<file path="src/rtl/alu16_seq_pkg.sv">
// Shared constants for the 16-bit ALU sequencer: op enums, FSM states, flag bit positions.
// ALU16_SEQ_ADDSP_EN selects whether SEQ_ADDSP counts as a supported op.
`timescale 1ns/1ps
package alu16_seq_pkg;

  typedef enum logic [2:0] {
    SEQ_ADD16 = 3'd0,
    SEQ_JR    = 3'd1,
    SEQ_ADDSP = 3'd2,
    SEQ_INC16 = 3'd3,
    SEQ_DEC16 = 3'd4
  } seq_op_t;

  typedef enum logic [3:0] {
    alu_NOP  = 4'd0,
    alu_ADD  = 4'd1,
    alu_ADC  = 4'd2,
    alu_ADS  = 4'd3,
    alu_INC  = 4'd4,
    alu_DEC  = 4'd5,
    alu_B    = 4'd6,
    alu_INCL = 4'd7,
    alu_DECL = 4'd8
  } alu_op_t;

  typedef enum logic [1:0] {
    IDLE = 2'd0,
    LO   = 2'd1,
    HI   = 2'd2,
    DONE = 2'd3
  } state_t;

  localparam int FLAG_Z = 3;
  localparam int FLAG_N = 2;
  localparam int FLAG_H = 1;
  localparam int FLAG_C = 0;

  function automatic logic op_supported(input seq_op_t op);
    case (op)
      SEQ_ADD16, SEQ_JR, SEQ_INC16, SEQ_DEC16: return 1'b1;
`ifdef ALU16_SEQ_ADDSP_EN
      SEQ_ADDSP: return 1'b1;
`endif
      default: return 1'b0;
    endcase
  endfunction

endpackage

</file>
<file path="src/rtl/alu16_seq_if.sv">
// Request, response and external-ALU signals of the 16-bit sequencer.
// slave = sequencer side; master = requester/response consumer plus the ALU.
`timescale 1ns/1ps
interface alu16_seq_if;
  import alu16_seq_pkg::*;

  logic        req_valid;
  logic        req_ready;
  seq_op_t     req_op;
  logic [15:0] req_a;
  logic [15:0] req_b;
  logic [3:0]  req_flags;

  logic [7:0]  alu_op_A;
  logic [7:0]  alu_op_B;
  alu_op_t     alu_op_code;
  logic [3:0]  alu_curr_flags;
  logic [7:0]  alu_result;
  logic [15:0] alu_addr_result;
  logic [3:0]  alu_next_flags;
  logic        alu_PC_inc_h;
  logic        alu_PC_dec_h;

  logic        rsp_valid;
  logic        rsp_ready;
  logic [15:0] rsp_result;
  logic [3:0]  rsp_flags;
  logic        rsp_err;

  modport slave (
    input  req_valid, req_op, req_a, req_b, req_flags,
    output req_ready,
    output alu_op_A, alu_op_B, alu_op_code, alu_curr_flags,
    input  alu_result, alu_addr_result, alu_next_flags, alu_PC_inc_h, alu_PC_dec_h,
    output rsp_valid, rsp_result, rsp_flags, rsp_err,
    input  rsp_ready
  );

  modport master (
    output req_valid, req_op, req_a, req_b, req_flags,
    input  req_ready,
    input  alu_op_A, alu_op_B, alu_op_code, alu_curr_flags,
    output alu_result, alu_addr_result, alu_next_flags, alu_PC_inc_h, alu_PC_dec_h,
    input  rsp_valid, rsp_result, rsp_flags, rsp_err,
    output rsp_ready
  );

endinterface

</file>
<file path="src/rtl/alu16_seq.sv">
// 16-bit op sequencer over an external 8-bit ALU (ADD16/JR/ADDSP/INC16/DEC16; ADDSP gated by ALU16_SEQ_ADDSP_EN).
// Latency: rsp_valid two edges after accept, one for INC16/DEC16, zero for rejected ops.
// Backpressure: accepts only in IDLE; response held stable in DONE until rsp_ready.
`timescale 1ns/1ps
module alu16_seq
  import alu16_seq_pkg::*;
(
  input logic        clk,
  input logic        rst,
  alu16_seq_if.slave bus
);

  state_t      state_q, state_d;
  seq_op_t     op_q;
  logic [15:0] a_q, b_q;
  logic [3:0]  flags_q;
  logic [7:0]  lo_q;
  logic        lo_h_q, lo_c_q, inc_q, dec_q;
  logic [15:0] rsp_result_q;
  logic [3:0]  rsp_flags_q;
  logic        rsp_err_q;
  logic [3:0]  hi_flags;
  logic        unused_alu_flags;

  // Z and N from the ALU never reach the response
  assign unused_alu_flags = ^bus.alu_next_flags[FLAG_Z:FLAG_N];

  always_comb begin
    state_d            = state_q;
    bus.req_ready      = 1'b0;
    bus.alu_op_code    = alu_NOP;
    bus.alu_op_A       = 8'h00;
    bus.alu_op_B       = 8'h00;
    bus.alu_curr_flags = flags_q;
    hi_flags           = flags_q;
    case (state_q)
      IDLE: begin
        bus.req_ready = 1'b1;
        if (bus.req_valid) state_d = op_supported(bus.req_op) ? LO : DONE;
      end
      LO: begin
        bus.alu_op_A = a_q[7:0];
        bus.alu_op_B = b_q[7:0];
        state_d      = HI;
        case (op_q)
          SEQ_ADD16, SEQ_ADDSP: bus.alu_op_code = alu_ADD;
          SEQ_JR:               bus.alu_op_code = alu_ADS;
          SEQ_INC16, SEQ_DEC16: begin
            bus.alu_op_code = (op_q == SEQ_INC16) ? alu_INCL : alu_DECL;
            bus.alu_op_A    = a_q[15:8];
            bus.alu_op_B    = a_q[7:0];
            state_d         = DONE;
          end
          default:              state_d = DONE;
        endcase
      end
      HI: begin
        // INC/DEC/B on the high byte pass a[15:8] on both operands
        bus.alu_op_A = a_q[15:8];
        bus.alu_op_B = a_q[15:8];
        state_d      = DONE;
        case (op_q)
          SEQ_ADD16: begin
            bus.alu_op_code            = alu_ADC;
            bus.alu_op_B               = b_q[15:8];
            bus.alu_curr_flags[FLAG_C] = lo_c_q;
            hi_flags = {flags_q[FLAG_Z], 1'b0,
                        bus.alu_next_flags[FLAG_H], bus.alu_next_flags[FLAG_C]};
          end
          SEQ_JR: begin
            if (inc_q)      bus.alu_op_code = alu_INC;
            else if (dec_q) bus.alu_op_code = alu_DEC;
            else            bus.alu_op_code = alu_B;
          end
          SEQ_ADDSP: begin
            if (!b_q[7] && lo_c_q)      bus.alu_op_code = alu_INC;
            else if (b_q[7] && !lo_c_q) bus.alu_op_code = alu_DEC;
            else                        bus.alu_op_code = alu_B;
            hi_flags = {2'b00, lo_h_q, lo_c_q};
          end
          default: ;
        endcase
      end
      DONE: begin
        if (bus.rsp_ready) state_d = IDLE;
      end
      default: state_d = IDLE;
    endcase
  end

  always_ff @(posedge clk) begin
    if (rst) begin
      state_q      <= IDLE;
      op_q         <= SEQ_ADD16;
      a_q          <= 16'h0000;
      b_q          <= 16'h0000;
      flags_q      <= 4'h0;
      lo_q         <= 8'h00;
      lo_h_q       <= 1'b0;
      lo_c_q       <= 1'b0;
      inc_q        <= 1'b0;
      dec_q        <= 1'b0;
      rsp_result_q <= 16'h0000;
      rsp_flags_q  <= 4'h0;
      rsp_err_q    <= 1'b0;
    end else begin
      state_q <= state_d;
      case (state_q)
        IDLE: begin
          if (bus.req_valid) begin
            op_q      <= bus.req_op;
            a_q       <= bus.req_a;
            b_q       <= bus.req_b;
            flags_q   <= bus.req_flags;
            rsp_err_q <= !op_supported(bus.req_op);
            if (!op_supported(bus.req_op)) begin
              rsp_result_q <= bus.req_a;
              rsp_flags_q  <= bus.req_flags;
            end
          end
        end
        LO: begin
          lo_q   <= bus.alu_result;
          lo_h_q <= bus.alu_next_flags[FLAG_H];
          lo_c_q <= bus.alu_next_flags[FLAG_C];
          inc_q  <= bus.alu_PC_inc_h;
          dec_q  <= bus.alu_PC_dec_h;
          if (state_d == DONE) begin
            rsp_result_q <= bus.alu_addr_result;
            rsp_flags_q  <= flags_q;
          end
        end
        HI: begin
          rsp_result_q <= {bus.alu_result, lo_q};
          rsp_flags_q  <= hi_flags;
        end
        default: ;
      endcase
    end
  end

  assign bus.rsp_valid  = (state_q == DONE);
  assign bus.rsp_result = rsp_result_q;
  assign bus.rsp_flags  = rsp_flags_q;
  assign bus.rsp_err    = rsp_err_q;

endmodule

</file>
<file path="src/flat_wrapper.sv">
// flat-port wrapper written by rule: the top's interface ports become plain ports
module alu16_seq_flat import alu16_seq_pkg::*;
  (clk, rst, bus_req_valid, bus_req_op, bus_req_a, bus_req_b, bus_req_flags, bus_req_ready, bus_alu_op_A, bus_alu_op_B, bus_alu_op_code, bus_alu_curr_flags, bus_alu_result, bus_alu_addr_result, bus_alu_next_flags, bus_alu_PC_inc_h, bus_alu_PC_dec_h, bus_rsp_valid, bus_rsp_result, bus_rsp_flags, bus_rsp_err, bus_rsp_ready);
  alu16_seq_if bus_i ();
  input logic clk;
  input logic rst;
  input wire logic [$bits(bus_i.req_valid)-1:0] bus_req_valid;
  input wire logic [$bits(bus_i.req_op)-1:0] bus_req_op;
  input wire logic [$bits(bus_i.req_a)-1:0] bus_req_a;
  input wire logic [$bits(bus_i.req_b)-1:0] bus_req_b;
  input wire logic [$bits(bus_i.req_flags)-1:0] bus_req_flags;
  output wire logic [$bits(bus_i.req_ready)-1:0] bus_req_ready;
  output wire logic [$bits(bus_i.alu_op_A)-1:0] bus_alu_op_A;
  output wire logic [$bits(bus_i.alu_op_B)-1:0] bus_alu_op_B;
  output wire logic [$bits(bus_i.alu_op_code)-1:0] bus_alu_op_code;
  output wire logic [$bits(bus_i.alu_curr_flags)-1:0] bus_alu_curr_flags;
  input wire logic [$bits(bus_i.alu_result)-1:0] bus_alu_result;
  input wire logic [$bits(bus_i.alu_addr_result)-1:0] bus_alu_addr_result;
  input wire logic [$bits(bus_i.alu_next_flags)-1:0] bus_alu_next_flags;
  input wire logic [$bits(bus_i.alu_PC_inc_h)-1:0] bus_alu_PC_inc_h;
  input wire logic [$bits(bus_i.alu_PC_dec_h)-1:0] bus_alu_PC_dec_h;
  output wire logic [$bits(bus_i.rsp_valid)-1:0] bus_rsp_valid;
  output wire logic [$bits(bus_i.rsp_result)-1:0] bus_rsp_result;
  output wire logic [$bits(bus_i.rsp_flags)-1:0] bus_rsp_flags;
  output wire logic [$bits(bus_i.rsp_err)-1:0] bus_rsp_err;
  input wire logic [$bits(bus_i.rsp_ready)-1:0] bus_rsp_ready;
  assign bus_i.req_valid = bus_req_valid;
  assign bus_i.req_op = bus_req_op;
  assign bus_i.req_a = bus_req_a;
  assign bus_i.req_b = bus_req_b;
  assign bus_i.req_flags = bus_req_flags;
  assign bus_req_ready = bus_i.req_ready;
  assign bus_alu_op_A = bus_i.alu_op_A;
  assign bus_alu_op_B = bus_i.alu_op_B;
  assign bus_alu_op_code = bus_i.alu_op_code;
  assign bus_alu_curr_flags = bus_i.alu_curr_flags;
  assign bus_i.alu_result = bus_alu_result;
  assign bus_i.alu_addr_result = bus_alu_addr_result;
  assign bus_i.alu_next_flags = bus_alu_next_flags;
  assign bus_i.alu_PC_inc_h = bus_alu_PC_inc_h;
  assign bus_i.alu_PC_dec_h = bus_alu_PC_dec_h;
  assign bus_rsp_valid = bus_i.rsp_valid;
  assign bus_rsp_result = bus_i.rsp_result;
  assign bus_rsp_flags = bus_i.rsp_flags;
  assign bus_rsp_err = bus_i.rsp_err;
  assign bus_i.rsp_ready = bus_rsp_ready;
  alu16_seq u_core (.clk(clk), .rst(rst), .bus(bus_i));
endmodule
</file>
<file path="config.mk">
export PLATFORM = sky130hd
export DESIGN_NAME = alu16_seq_flat
export DESIGN_NICKNAME = d
export VERILOG_FILES = /design/src/rtl/alu16_seq_pkg.sv /design/src/rtl/alu16_seq_if.sv /design/src/rtl/alu16_seq.sv /design/src/flat_wrapper.sv
export SDC_FILE = /design/constraint.sdc
export NUM_CORES = 1
export LEC_CHECK = 0
export ABC_CLOCK_PERIOD_IN_PS = 2100
export BUFFER_PORTS_ARGS = -buffer_cell sky130_fd_sc_hd__buf_2
export CORE_ASPECT_RATIO = 1.75
export CORE_MARGIN = 2
export CORE_UTILIZATION = 31
export CTS_BUF_LIST = sky130_fd_sc_hd__clkbuf_16
export DETAILED_ROUTE_END_ITERATION = 12
export GPL_TIMING_DRIVEN = 0
export PLACE_DENSITY = 0.6
export SETUP_SLACK_MARGIN = 0.1
export SYNTH_ARGS = -nofsm -noshare
export SYNTH_HDL_FRONTEND = slang
export SYNTH_SLANG_ARGS = --single-unit
</file>
<file path="constraint.sdc">
create_clock -name clk -period 2.1 [get_ports clk]
set_input_delay 0 -clock clk [delete_from_list [all_inputs] [get_ports clk]]
set_output_delay 0 -clock clk [all_outputs]
set_load 0.01 [all_outputs]
</file>
Word level (Yosys, flattened, before mapping) --
Cells that the tools add are included.
Operators by class: add/subtract/negate cells 0, bitwise gates (word level) 0, shifts and indexed selects 0, reductions and logical operators 15, muxes and demuxes 34, multipliers 0, order comparisons 0, div/mod/pow operators 0, equality and inequality tests 14
Operators by type and width (count):
- 16-bit 2-to-1 mux | 3
- 16-bit one-hot mux with 3 select lines | 1
- 4-bit one-hot mux with 3 select lines | 3
- 8-bit one-hot mux with 2 select lines | 2
- 4-bit 2-to-1 mux | 6
- 8-bit 2-to-1 mux | 3
- 4-bit one-hot mux with 2 select lines | 2
- 2-bit 2-to-1 mux | 5
- 3-bit by 2-bit equality test with 1-bit output (second input constant) | 3
- 1-bit 2-to-1 mux | 8
- 2-bit one-hot mux with 4 select lines | 1
- 2-bit equality test (second input constant) | 3
- 3-bit by 1-bit equality test with 1-bit output (second input constant) | 2
- 3-bit equality test (second input constant) | 2
- 3-bit logical NOT | 2
- 2-bit != test (second input constant) | 2
- 4-bit AND reduction | 1
- 2-bit OR reduction | 2
- 4-bit OR reduction | 1
- 1-bit logical NOT | 3
- 3-bit nonzero test | 1
- 3-bit OR reduction | 1
- 2-bit by 1-bit equality test with 1-bit output (second input constant) | 1
- 1-bit logical AND | 2
- 3 further kinds | 3
Storage, ports and cells: memory bits (read-only) 0, bits in latches 0, logic and storage cells 76, input bits 73, output and inout bits 47, bits in writable memories 0, bits in registers 74, memories 0

Logic depth before layout (Yosys ltp) --
depth after elaboration 11, gate-level depth with buffers 9, mapped depth without buffers 7

Worst setup path after synthesis --
Ideal clock, no wire load.
kind register -> register, from reg u_core.state_q[0], to reg u_core.rsp_result_q[0], in the netlist u_core.bus.rsp_result[0], library setup time 0.128 ns, path slack 0.102 ns, data required time 1.972 ns, clock period less this slack 1.998 ns, stages on the path, launching flop included 9, buffers on the path 1, data arrival time 1.870 ns, cell sequence dfxtp_1 inv_1 ha_1 nor3b_1 a31o_2 a221oi_4 buf_6 mux2i_1 nor2_1
Between the ends: cells in the longest elaborated chain, start to end 5, elaborated cells between the ends (all ways) 14, classes of those cells eq/ne: 7; mux: 4; reduce/logical: 3
Ends and longest elaborated chain:
- start: declaration | RTL line alu16_seq.sv:13 | state_t state_q, state_d;
- start signal: assignment | RTL line alu16_seq.sv:107 | state_q <= state_d;
- 2-bit equality test (tied with other cells) | RTL line alu16_seq.sv:36 | case (state_q)
- 2-bit one-hot mux with 4 select lines | RTL line alu16_seq.sv:36
- 2-bit equality test | RTL line alu16_seq.sv:128 | if (state_d == DONE) begin
- 2-bit by 1-bit != test with 1-bit output (no source line)
- 4-bit AND reduction (no source line)
- end signal: assignment | RTL line alu16_seq.sv:117 | rsp_result_q <= bus.req_a;
- end signal: assignment | RTL line alu16_seq.sv:129 | rsp_result_q <= bus.alu_addr_result;
- end signal: assignment | RTL line alu16_seq.sv:134 | rsp_result_q <= {bus.alu_result, lo_q};
- end: declaration | RTL line alu16_seq.sv:19 | logic [15:0] rsp_result_q;
Several ways; a longest one is shown, not always the timed one. A chain may end at the register's enable or synchronous reset.

Worst setup path after layout --
from reg u_core.op_q[1], to out bus_alu_op_B[7]
Between the ends: cells in the longest elaborated chain, start to end 4, elaborated cells between the ends (all ways) 7, classes of those cells eq/ne: 2; mux: 3; reduce/logical: 2
Ends and longest elaborated chain:
- start: declaration | RTL line alu16_seq.sv:14 | seq_op_t op_q;
- start signal: assignment | RTL line alu16_seq.sv:111 | op_q <= bus.req_op;
- 3-bit equality test or 3-bit by 2-bit equality test with 1-bit output (tied branches) | RTL line alu16_seq.sv:45 | case (op_q)
- 2-bit OR reduction | RTL line alu16_seq.sv:45
- 8-bit 2-to-1 mux | RTL line alu16_seq.sv:45
- 8-bit one-hot mux with 2 select lines (*) | RTL line alu16_seq.sv:36
- end: declaration | RTL line flat_wrapper.sv:14 | output wire logic [$bits(bus_i.alu_op_B)-1:0] bus_alu_op_B;
Every way passes the cells marked *; elsewhere a longest branch is shown, timed or not.

==> metrics.cfg <==
[run_status]
status = finished, final reports clean

[place]
place.gp.congestion = 0.8637
place_ws_ns = -0.2858
post-dp-hpwl_um = 10210
io_buffers = 116

[logic_synthesis]
synth-seq-cells = 74
ys_warn_count = 0
ys.flop_type = dfxtp_1
synthDistinctLibCells = 37
netlist_top_cells_count = nand2_1, dfxtp_1, a21oi_1
synth_top_area_cell = dfxtp_1
avgSynthCellArea_um2 = 8.117
yosysTopAreaCellShare_pct = 38.50
synthesis.nets = 552
synthArstFlopShare_pct = 0
netlist_area_um2 = 3847
synthTopCellsByArea = dfxtp_1, nand2_1, mux2_2, mux2i_1, a21oi_1
syn_inst = 474
synth_most_common_cell = nand2_1
seq_area_frac_synth_pct = 38.50
synth-edff-count = 0

[route]
route.detailed.drc = 0
via_per_inst = 4.907
wire_per_inst_um = 17.20
drt_iter0_markers = 199
vias = 4102
ant_nets = 0
drtPass1Iterations = 5
drt-total-wl_um = 14380

[floorplan]
die_y_um = 151.4
core_area_um2 = 12070
start_util_pct = 31.88
std_cell_rows = 53
io_pins = 120
die_area_um2 = 13350
die_w_um = 88.22

[power]
switching_share_pct = 40.10
power_density_nw_per_um2 = 1285
leakage_uw = 0.002484
vdd_ir_drop_max_mv = 0.5925
p_seq_share_pct = 26.7
combPwrFrac_pct = 53.5
p_clk_share_pct = 19.9
switching_power_uw = 3047
intPower_uw = 4553

[cells_and_area]
area_growth_syn_to_layout_pct = 53.72
drive_above_1_share_pct = 33.98
nNetsFinal = 744
n_antenna_cell = 0
fin_util_pct = 49.00

[sta]
fin_ws_ns = 0.06323
finalSetupViolCount = 0
fmax_mhz = 491.0
period_share_pct = 96.99
tightestPinTransition_ns = 0.5945
drv_slew = 0
fin_crit_ns = 2.037
maxSlewHeadroom_pct = 60.36
finalHoldViolations = 0
fin_skew_ns = 0.008375
rsz0062_at_grt = true

[global_routing]
first_global_vias = 3994
grtUsageTotal_pct = 20.80
antenna_found_initial = 0
grt_overflow = 0
grt_pass1_wl_um = 20840
grt_max_degree = 13

[clock_tree]
htree_levels = 3
cts_sinks = 74
ctsLongestPathBuffers = 2
cts_made_buffers = 9
clkLatencyLatePin_ns = 0.34
clockRootBuffer = clkbuf_16
cts_tree = built
cts.clk_slew.worst_paths_ns = 0.05

[worst_setup_path]
crit_fanout = 5
cp-end-kind = output port
crit_arrival_ns = 2.04
cp.required_ns = 2.10
critical_path_class = reg -> out
setup.worst_path.start_class = flip-flop

[min_path]
hp-class = in -> reg

[flow_run]
drv_cap = 0

[power groups by stage]
stage | clock (uW) | combinational [uW] | sequential (uW)
after floorplan | 0 | 2190 | 1990
after global placement | 0 | 3110 | 2000
after detailed placement | 0 | 3170 | 2010
after CTS | 1520 | 3650 | 2000
after global routing | 1590 | 4330 | 2050
final | 1510 | 4070 | 2030
[cell type report]
class	count	area, um2
plain buffers	43	304.0
clock buffers	9	225.2
clock inverters	7	61.31
well taps	165	206.4
repair buffers	183	1261
inverters	6	25.02
multi-input cells	349	2338
fillers	1214	6155
flip-flops and latches	74	1493
[timing repair]
| action | 4_1_cts | 5_1_grt |
|---|---|---|
| hold endpoints to repair | 54 | 0 |
| endpoints found under the setup margin | 59 | 50 |
| cloned | 2 | 1 |
| buffers inserted | 6 | 5 |
| pin swaps | 2 | 13 |
| hold buffers | 53 | 0 |
| resized for setup | 49 | 46 |
[critical path, cell delays in order (launching register included)]
cell	delay, ns
dfxtp_1	0.30
buf_6	0.13
nand2b_4	0.14
o22ai_4	0.22
buf_4	0.18
mux2_2	0.33
a22oi_2	0.21
nor2b_1	0.06
buf_2	0.14
[worst paths after layout]
kind | cells past startpoint | end | slack [ns] | startpoint
max | 8 | bus_alu_op_B[7] | 0.06 | u_core.op_q[1]
min | 2 | u_core.op_q[0] | 0.09 | rst
max reg2reg | 9 | u_core.bus.rsp_result[13] | 0.09 | u_core.state_q[1]
min reg2reg | 2 | u_core.b_q[5] | 0.47 | u_core.b_q[5]
[state kept, by name (all words and copies together), names as in the netlist]
signal                 flops
u_core.a_q                16
u_core.b_q                16
u_core.bus.rsp_result     16
u_core.lo_q                8
u_core.bus.rsp_flags       4
u_core.flags_q             4
u_core.op_q                3
u_core.state_q             2
u_core.bus.rsp_err         1
u_core.dec_q               1
u_core.inc_q               1
u_core.lo_c_q              1
u_core.lo_h_q              1
[per-stage QoR]
| step | TNS, ns | total power, uW | instances | area [um2] | hold slack, ns |
|---|---|---|---|---|---|
| floorplan | 0 | 4181 | 474 | 3847 | 0.1360 |
| global placement | -2.778 | 5114 | 755 | 4634 | 0.2456 |
| detailed placement | -4.948 | 5181 | 755 | 4634 | 0.2510 |
| CTS | 0 | 7175 | 831 | 5669 | 0.09097 |
| global route | -0.007339 | 7975 | 836 | 5914 | 0.1352 |
| finish | 0 | 7600 | 836 | 5914 | 0.09350 |
[placed cells by master, fill, tap and decap left out, types with 2 or more instances in the layout]
cell type,count
buf_2,118
nand2_1,84
dfxtp_1,71
a21oi_1,57
nor2_1,56
dlygate4sd3_1,53
mux2i_1,28
a22oi_1,20
nor2b_1,18
clkbuf_1,18
mux2_2,16
a22oi_2,13
mux2_4,12
buf_4,12
clkbuf_16,10
buf_6,7
inv_1,5
buf_8,5
clkbuf_2,5
nand3_1,4
nand3b_1,3
o21ai_0,3
o211ai_1,3
ha_4,3
dfxtp_4,3
clkbuf_8,2
buf_1,2
buf_12,2
nand2b_1,2
a31oi_1,2
mux2i_2,2
ha_1,2
clkinvlp_4,2
clkinv_1,2
[kinds of logic after synthesis]
group                      synth area share [%]
buffers and inverters                     6.048
AOI/OAI and AO/OA                         18.31
muxes                                     16.00
and+or+nand+nor                           19.51
adders and majority gates                 1.626
DFF                                       38.50
[per-layer routing]
metal  GRT usage, %  share of wire [%]  wire [um]  vias to the layer above
li1               -                  -          -                     2020
met1          23.43                 39       5574                     1897
met2          37.82                 54       7775                      154
met3          2.779                4.2        610                       31
met4          9.470                2.9        421                        0
met5              0                  0          0                        -
Note: power is estimated with default switching activity, not from simulation.
